$ cat src/rtl/dram_arbiter.sv
// Round-robin arbiter sharing a single-port synchronous-read data RAM among NUM_REQ requesters.
// Registered request/grant handshake with a 2-stage read-return pipeline.
module dram_arbiter #(
    parameter int NUM_REQ = 3,
    parameter int ADDR_W  = 16,
    parameter int DATA_W  = 8
) (
    input  logic                      i_clk,
    input  logic                      i_reset,
    input  logic                      i_arb_en,
    input  logic [NUM_REQ-1:0]        i_req,
    input  logic [NUM_REQ-1:0]        i_req_we,
    input  logic [NUM_REQ*ADDR_W-1:0] i_req_addr,
    input  logic [NUM_REQ*DATA_W-1:0] i_req_wdata,
    output logic [NUM_REQ-1:0]        o_gnt,
    output logic [NUM_REQ-1:0]        o_rvalid,
    output logic [DATA_W-1:0]         o_rdata,
    output logic                      o_ram_we,
    output logic [ADDR_W-1:0]         o_ram_addr,
    output logic [DATA_W-1:0]         o_ram_din,
    input  logic [DATA_W-1:0]         i_ram_dout,
    output logic                      o_idle
);

    localparam int PTR_W = (NUM_REQ > 1) ? $clog2(NUM_REQ) : 1;

    logic [PTR_W-1:0]   r_ptr;
    logic [NUM_REQ-1:0] r_gnt;
    logic [NUM_REQ-1:0] r_rvalid;
    logic [DATA_W-1:0]  r_rdata;
    logic               r_ram_we;
    logic [ADDR_W-1:0]  r_ram_addr;
    logic [DATA_W-1:0]  r_ram_din;
    logic               r_rd_vld1;
    logic               r_rd_vld2;
    logic [PTR_W-1:0]   r_rd_idx1;
    logic [PTR_W-1:0]   r_rd_idx2;

    logic [NUM_REQ-1:0] w_elig;
    logic               w_found;
    logic [PTR_W-1:0]   w_win;
    logic [PTR_W-1:0]   w_idx;
    logic [PTR_W-1:0]   w_ptr_nxt;

    // A requester already holding gnt this cycle is excluded to avoid a double grant.
    assign w_elig = i_req & ~r_gnt & {NUM_REQ{i_arb_en}};

    // Cyclic search for the first eligible requester starting at r_ptr.
    always_comb begin
        w_found   = 1'b0;
        w_win     = '0;
        w_idx     = '0;
        w_ptr_nxt = r_ptr;
        for (int k = 0; k < NUM_REQ; k++) begin
            w_idx = PTR_W'((int'(r_ptr) + k) % NUM_REQ);
            if (!w_found && w_elig[w_idx]) begin
                w_found = 1'b1;
                w_win   = w_idx;
            end else begin
                w_found = w_found;
            end
        end
        if (w_found) begin
            w_ptr_nxt = PTR_W'((int'(w_win) + 1) % NUM_REQ);
        end else begin
            w_ptr_nxt = r_ptr;
        end
    end

    // Grant register, RAM port drive and read-return tracking.
    always_ff @(posedge i_clk) begin
        if (i_reset) begin
            r_ptr      <= '0;
            r_gnt      <= '0;
            r_rvalid   <= '0;
            r_rdata    <= '0;
            r_ram_we   <= 1'b0;
            r_ram_addr <= '0;
            r_ram_din  <= '0;
            r_rd_vld1  <= 1'b0;
            r_rd_vld2  <= 1'b0;
            r_rd_idx1  <= '0;
            r_rd_idx2  <= '0;
        end else begin
            r_gnt     <= '0;
            r_ram_we  <= 1'b0;
            r_rd_vld1 <= 1'b0;
            if (w_found) begin
                r_gnt[w_win] <= 1'b1;
                r_ram_we     <= i_req_we[w_win];
                r_ram_addr   <= i_req_addr[w_win*ADDR_W +: ADDR_W];
                r_ram_din    <= i_req_wdata[w_win*DATA_W +: DATA_W];
                r_rd_vld1    <= ~i_req_we[w_win];
                r_rd_idx1    <= w_win;
            end
            r_ptr     <= w_ptr_nxt;
            // Stage 2 lines up with ram_dout being valid for the granted read.
            r_rd_vld2 <= r_rd_vld1;
            r_rd_idx2 <= r_rd_idx1;
            r_rvalid  <= '0;
            if (r_rd_vld2) begin
                r_rvalid[r_rd_idx2] <= 1'b1;
                r_rdata             <= i_ram_dout;
            end
        end
    end

    assign o_gnt      = r_gnt;
    assign o_rvalid   = r_rvalid;
    assign o_rdata    = r_rdata;
    assign o_ram_we   = r_ram_we;
    assign o_ram_addr = r_ram_addr;
    assign o_ram_din  = r_ram_din;
    assign o_idle     = ~|r_gnt & ~r_rd_vld2 & ~|r_rvalid;

endmodule

$ cat config.mk
export PLATFORM = sky130hd
export DESIGN_NAME = dram_arbiter
export DESIGN_NICKNAME = d
export VERILOG_FILES = /design/src/rtl/dram_arbiter.sv
export SDC_FILE = /design/constraint.sdc
export NUM_CORES = 1
export LEC_CHECK = 0
export ABC_CLOCK_PERIOD_IN_PS = 2600
export BUFFER_PORTS_ARGS = -buffer_cell sky130_fd_sc_hd__buf_2
export CORE_UTILIZATION = 45
export CTS_CLUSTER_SIZE = 25
export DETAILED_ROUTE_END_ITERATION = 16
export HOLD_SLACK_MARGIN = 0.15
export PLACE_DENSITY = 0.82
export SYNTH_ARGS = -nofsm -noshare
export SYNTH_HDL_FRONTEND = slang
export SYNTH_SLANG_ARGS = --single-unit
$ cat constraint.sdc
create_clock -name i_clk -period 2.6 [get_ports i_clk]
set_clock_uncertainty 0.2 [all_clocks]
set_input_delay 0.39 -clock i_clk [delete_from_list [all_inputs] [get_ports i_clk]]
set_output_delay 0.39 -clock i_clk [all_outputs]
set_load 0.05 [all_outputs]
==> results.md, run 1 <==
- Power per cell area: 685 nW/um2
- Seq cells post-synth: 47
- Commonest register cell after synthesis: dfxtp_1
- Initial Util: 0.469
- Number of distinct library cells after synthesis: between 40 and 50
- Clock Latency Late Sink: 0.30 ns
- CTS tree: done
- EDFF count, synth: 0
- Critical-path cell list: inv_1 -> ha_1 -> nor3_2 -> buf_4 -> a211o_1 -> or2_2 -> ha_1 -> a211oi_1
- Post-Route Hold Slack: between 0.1 and 0.15 ns
- Capturing point of the worst reg2reg path: r_ptr[0]$_SDFFE_PP0P_
- Crit path buf inv count: 2
- DR DRC count: 0
- Met1 usage: 0.315
- Fill count: about 450
- Register area share after synthesis: 0.390
- Final period utilization: 0.932
- Num ports: 129
- Worst path slowest cell: or2_2
- Total CTS buffers: 5
- Final GP Congestion: 0.871
- Root buffer cell: clkbuf_8
- Final-report setup violation count: 0
- Status: complete, no violations
- Area of the core: 5140 um2
- WP depth: 8
- Setup ws final: 0.177 ns
- Largest area contributor in the netlist: dfxtp_1
- Met2 Use GR: 0.465
- Cell Rows: 26
- DR WL/cell: between 15 and 20 um
- Pleak: 0.00147 uW
- Final setup TNS: 0 ns
- Setup crit start kind: register
- Vias: 2652
- Fin nets: between 400 and 500
- Crit Path Category: reg -> reg
- Area of placed instances: 3120 um2
- PortBufs: roughly 130
- Post-Syn Nets: 357
- Grt total ovfl: 0
- Synthesized area: 2410 um2
- Share of the synthesized area in the top cell type: 0.390
- Layout cells sized above 1: 0.413
- Final count of pins violating max slew: 0
- Yosys warns: 0
- Die width: 75.2 um
- First-pass GRT wire length: 11200 um
- Peak supply drop: 0.352 mV
- # Post-CTS Setup Buffers: 0
- Area Overhead vs Synth: 37.0%
- GRT Util Overall: 0.258
- Hold Fails Final Rpt: 0
- Worst reg2reg path startpoint: r_ptr[0]$_SDFFE_PP0P_
- DP HPWL: 5130 um
- Cell depth of the worst flop-to-flop path: 8
- ANT nets after route: 0
- Setup slack, reg-to-reg: around 0.18 ns
- Worst-Margin Slew: approximately 0.66 ns
- Initial antenna violation count: 0
- Async SR Flop Fraction: 0
- Fmax: 413 MHz
- Clk pin slew, worst setup/hold paths: 0.09 ns
- Vias in the first global route: 2501
- Diodes inserted: 0
- Avg Cell Area, Syn: roughly 9 um2
- Worst hold path type: in -> reg
- Worst EP arrival: 2.45 ns
- RSZ-0062 raised after global routing: no
- Drt pass-1 iters: 4
- Worst setup EP type: register
- Design area: 3300 um2
- CP max FO: 5
- Die area: approximately 5700 um2
- Worst Setup EP: r_ptr[0]$_SDFFE_PP0P_
- Worst setup startpoint: r_ptr[0]$_SDFFE_PP0P_
- GR Layer Usage met3: 0.0469
- Drt total wl: 7180 um
- DRT iter0 DRCs: between 100 and 150
- Die Height: 75.2 um
- Max-cap violations: 0
- Post-synthesis cell count: around 270
- Clock buffer depth: 2
- Most frequent CP cell: ha_1
- Placement Setup Slack: -0.0714 ns
- Largest net degree at the start of global routing: 29
- Fin crit period: 2.42 ns
- GR peak layer: met2
- Largest stage delay on the critical path: 0.37 ns
- Most area-consuming cells after synthesis: dfxtp_1 (39%), o21a_1 (7.5%), o32ai_1 (7.3%)
- Max-slew headroom: 0.557
- CTS H-Tree Depth: 2
- DR vias/cell: 5.62
- Sink Count: 47
- Required time of the critical path: ~2.6 ns
- Crit path max-delay family: adder cells
[worst min-delay path by stage]
| stage | start | to | cells after the start |
|---|---|---|---|
| 6_report | i_ram_dout[1] | o_rdata[1]$_SDFFE_PP0P_ | 3 |
| 5_1_grt | i_ram_dout[1] | o_rdata[1]$_SDFFE_PP0P_ | 3 |
| 4_1_cts | i_req_we[0] | o_ram_we$_SDFF_PP0_ | 3 |
| 3_5_place_dp | r_rd_idx2[1]$_SDFF_PP0_ | o_rvalid[1]$_SDFF_PP0_ | 1 |
| 3_3_place_gp | r_rd_idx2[0]$_SDFF_PP0_ | o_rvalid[0]$_SDFF_PP0_ | 1 |
| 2_1_floorplan | r_rd_idx2[1]$_SDFF_PP0_ | o_rvalid[1]$_SDFF_PP0_ | 1 |
[registers in the layout, indices dropped and copies added (netlist names)]
register    flops
o_gnt           3
o_ram_addr     16
o_ram_din       8
o_ram_we        1
o_rdata         8
o_rvalid        3
r_ptr           2
r_rd_idx1       2
r_rd_idx2       2
r_rd_vld1       1
r_rd_vld2       1
[area by class of cell]
cell class | count | area (um2) | share of cell area
multi-input combinational | 193 | 1350 | 0.408
sequential | 47 | 941 | 0.285
timing repair buffer | 149 | 818 | 0.248
tap | 70 | 87.6 | 0.0265
clock buffer | 6 | 72.6 | 0.0220
inverter | 5 | 23.8 | 0.00720
clock inverter | 2 | 12.5 | 0.00379
[cells in the final DEF (no fill, tap or decap), types with 2 or more instances in the layout]
cell type / synthesis / final
buf_4: 3 / 13
nand2b_1: 2 / 2
a21o_1: 2 / 2
a21oi_1: 30 / 30
o32ai_2: 4 / 4
dfxtp_1: 47 / 47
inv_1: 3 / 3
mux2i_1: 8 / 8
ha_1: 3 / 3
buf_2: 8 / 128
o21a_1: 24 / 24
o22ai_1: 24 / 24
nor2_4: 1 / 2
o21ai_0: 3 / 3
or2_2: 2 / 2
dlygate4sd3_1: 0 / 8
nor2b_1: 5 / 5
nor2_1: 12 / 12
nand2_1: 27 / 27
clkbuf_8: 0 / 5
nor3b_1: 4 / 4
o32ai_1: 20 / 20
[cell usage after synthesis (4+ instances only)]
cell type  number
o32ai_2         4
mux2i_1         8
nor3b_1         4
o21a_1         24
nand2_1        27
nor2_1         12
nor2b_1         5
o32ai_1        20
a21oi_1        30
clkbuf_1        4
buf_2           8
dfxtp_1        47
buf_6           5
o22ai_1        24
[timing repair]
action	CTS	global route
hold endpoints to repair	8	0
endpoints found under the setup margin	26	11
gates resized for setup	1	3
hold buffers	8	0
[routing by layer]
metal  wire length, um  share of wire  vias to the layer above
met5                 0              0                        -
met1              3100           0.43                     1272
met2              3640           0.51                       84
li1                  -              -                     1287
met3               352          0.049                        9
met4                89          0.012                        0
[worst reg2reg max path: stages, from the launching register on]
cell and delay [ns]:
dfxtp_1 0.36, inv_1 0.05, ha_1 0.36, nor3_2 0.08, buf_4 0.16, a211o_1 0.31, or2_2 0.37, ha_1 0.28
a211oi_1 0.18
[report_power, final]
part           leakage (uW)  internal [uW]  switching (uW)  total, uW
sequential         0.000383            793            44.9        838
clock             0.0000412            188             241        429
combinational       0.00105            369             626        995
[kinds of logic (layout without fill, tap and decap cells)]
| group | Yosys count | count (layout) | share of synthesized area |
|---|---|---|---|
| compound gates | 115 | 115 | 0.347 |
| fa+ha+maj | 3 | 3 | 0.0156 |
| buf+inv | 25 | 162 | 0.0643 |
| flops | 47 | 47 | 0.390 |
| mux | 8 | 8 | 0.0332 |
| simple gates | 67 | 67 | 0.150 |
[through the flow]
stage	total power (uW)	utilization	instances
floorplan	1570	-	265
global placement	1800	0.606	456
detailed placement	1820	0.606	456
CTS	2250	0.639	472
global route	2380	0.643	472
finish	2260	0.643	472
Note: power is estimated with default switching activity, not from simulation.
==> run 2: changes to the inputs <==
CORE_ASPECT_RATIO = 1.5   (was not set)
==> results.md, run 2 (synthesis gave the netlist of run 1 again) <==
- Post-Route Hold Slack: 0.154 ns (+0.00811 ns)
- Worst EP arrival: 2.43 ns (-0.02 ns)
- Peak supply drop: 0.422 mV (+20%)
- Required time of the critical path: 2.56 ns (-0.06 ns)
- Cell Rows: 32 (+23%)
- Clock Latency Late Sink: 0.30 ns (about the same)
- DR WL/cell: 15.6 um (+2.4%)
- Largest stage delay on the critical path: 0.52 ns (+0.15 ns)
- Status: complete, no violations
- Fin nets: 490 (-0.61%)
- Final-report setup violation count: 0 (unchanged)
- Fmax: 406 MHz (-1.6%)
- Max-slew headroom: 0.546 (-0.0112)
- Worst hold path type: in -> reg
- GRT Util Overall: 0.269 (+0.0107)
- Worst-Margin Slew: 0.679 ns (+0.0167 ns)
- Final core area utilization: 0.640 (-0.00263)
- Final GP Congestion: 0.889 (+2.1%)
- Total CTS buffers: 5 (unchanged)
- Largest net degree at the start of global routing: 29 (unchanged)
- Area Overhead vs Synth: 37.1% (about the same)
- ANT nets after route: 0 (unchanged)
- Grt total ovfl: 0 (unchanged)
- Final count of pins violating max slew: 0 (unchanged)
- Setup ws final: 0.138 ns (-0.0382 ns)
- Area of the core: 5160 um2 (+0.49%)
- Most frequent cells in the layout: buf_2 (128), dfxtp_1 (47), a21oi_1 (30)
- DR vias/cell: 5.64 (+0.38%)
- CTS tree: done
- Worst setup EP type: register
- Fin crit period: 2.46 ns (+0.0382 ns)
- First-pass GRT wire length: 11500 um (+2.1%)
- Clk pin slew, worst setup/hold paths: 0.09 ns (about the same)
- Layout cells sized above 1: 0.411 (-0.00191)
- Hold Fails Final Rpt: 0 (unchanged)
- Num ports: 129 (unchanged)
- DR DRC count: 0 (unchanged)
- Pleak: 0.00147 uW (-0.11%)
- Max-cap violations: 0 (unchanged)
- DRT iter0 DRCs: 118 (-2.5%)
- Final period utilization: 0.947 (+0.0147)
- CP max FO: 21 (+16)
- Placed Cells: 451 (-1.1%)
- Drt pass-1 iters: 4 (unchanged)
- Power per cell area: 719 nW/um2 (+5.0%)
- Setup crit start kind: register
- Non-filler cells, final: 467 (-1.1%)
- Vias in the first global route: 2558 (+2.3%)
- Root buffer cell: clkbuf_8
- Die Height: 91.7 um (+22%)
- RSZ-0062 raised after global routing: no
- Fill count: 448 (-1.3%)
- Diodes inserted: 0 (unchanged)
- Clock buffer depth: 2 (unchanged)
- Initial antenna violation count: 0 (unchanged)
- PortBufs: 128 (unchanged)
- Die area: 5660 um2 (+0.11%)
- Die width: 61.8 um (-18%)
- Placement Setup Slack: -0.0458 ns (+0.0256 ns)
- Initial Util: 0.467 (-0.00227)
- DP HPWL: 5080 um (-0.95%)
- CTS H-Tree Depth: 2 (unchanged)
- Worst path slowest cell: a2111o_1
- Max reg flops: 16 (unchanged)
- Crit Path Category: reg -> reg
- Sink Count: 47 (unchanged)
- Drt total wl: 7270 um (+1.3%)
- Vias: 2634 (-0.68%)
- # Post-CTS Setup Buffers: 0 (unchanged)
- Most common cell after layout, fill and taps aside: buf_2
- Total power: 2380 uW (+5.1%)
- Critical-path cell list: inv_1 -> ha_1 -> nor2_1 -> a2111o_1 -> nor2_4 -> inv_6 -> buf_4 -> o22ai_1 -> o32ai_1
==> run 2: cell count changes in the layout (fill, tap and decap cells not counted), sizes merged <==
cell / change
clkinvlp: -1
bufinv: +1
clkbuf: -1
inv: +1
buf: -3
==> run 2: routing by layer <==
layer / share of wire / track usage / vias up
met1: 0.38 / 0.308 / 1238
li1: - / - / 1275
met5: 0 / 0 / -
met4: 0.028 / 0.117 / 0
met2: 0.55 / 0.470 / 103
met3: 0.046 / 0.0395 / 18
==> run 2: what timing repair did <==
item / 4_1_cts / 5_1_grt
hold endpoints to repair: 8 / 0
hold buffers: 8 / 0
setup endpoints to repair: 26 / 18
pin swaps: 0 / 1
resized for setup: 1 / 3
==> run 2: critical path: cells and delay by family, from the launching register on <==
family | cells | cell delay [ns]
and+or+nand+nor | 2 | 0.27
DFF | 1 | 0.37
adders and majority gates | 1 | 0.35
AOI/OAI and AO/OA | 3 | 0.80
buffers and inverters | 3 | 0.34
==> run 2: final timing paths <==
check	from	end	slack, ns	cells past startpoint
min reg2reg	r_rd_idx2[1]$_SDFF_PP0_	o_rvalid[1]$_SDFF_PP0_	0.25	1
min	i_req_we[1]	o_ram_we$_SDFF_PP0_	0.15	3
max reg2reg	r_ptr[0]$_SDFFE_PP0P_	o_ram_din[5]$_SDFFE_PP0P_	0.14	9
max	r_ptr[0]$_SDFFE_PP0P_	o_ram_din[5]$_SDFFE_PP0P_	0.14	9
==> run 2: layout make-up <==
| cell class | count | area, um2 | share of cell area |
|---|---|---|---|
| Clock inverter | 3 | 47.5 | 0.0144 |
| Inverter | 5 | 23.8 | 0.00719 |
| Sequential cell | 47 | 941 | 0.285 |
| Clock buffer | 5 | 68.8 | 0.0208 |
| Multi-Input combinational cell | 193 | 1340 | 0.407 |
| Tap cell | 68 | 85.1 | 0.0257 |
| Timing Repair Buffer | 146 | 796 | 0.241 |
==> run 2: through the flow <==
stage,area [um2],TNS [ns]
final,3310,0
after global routing,3310,0
after CTS,3290,0
after detailed placement,3090,-0.279
after global placement,3090,0
after floorplan,2420,0
==> run 2: where the power goes <==
group	switching (uW)	internal, uW	leakage, uW	total, uW
combinational	626	360	0.00103	986
sequential	43.1	793	0.000383	836
clock	263	292	0.0000587	555
total	933	1440	0.00147	2380
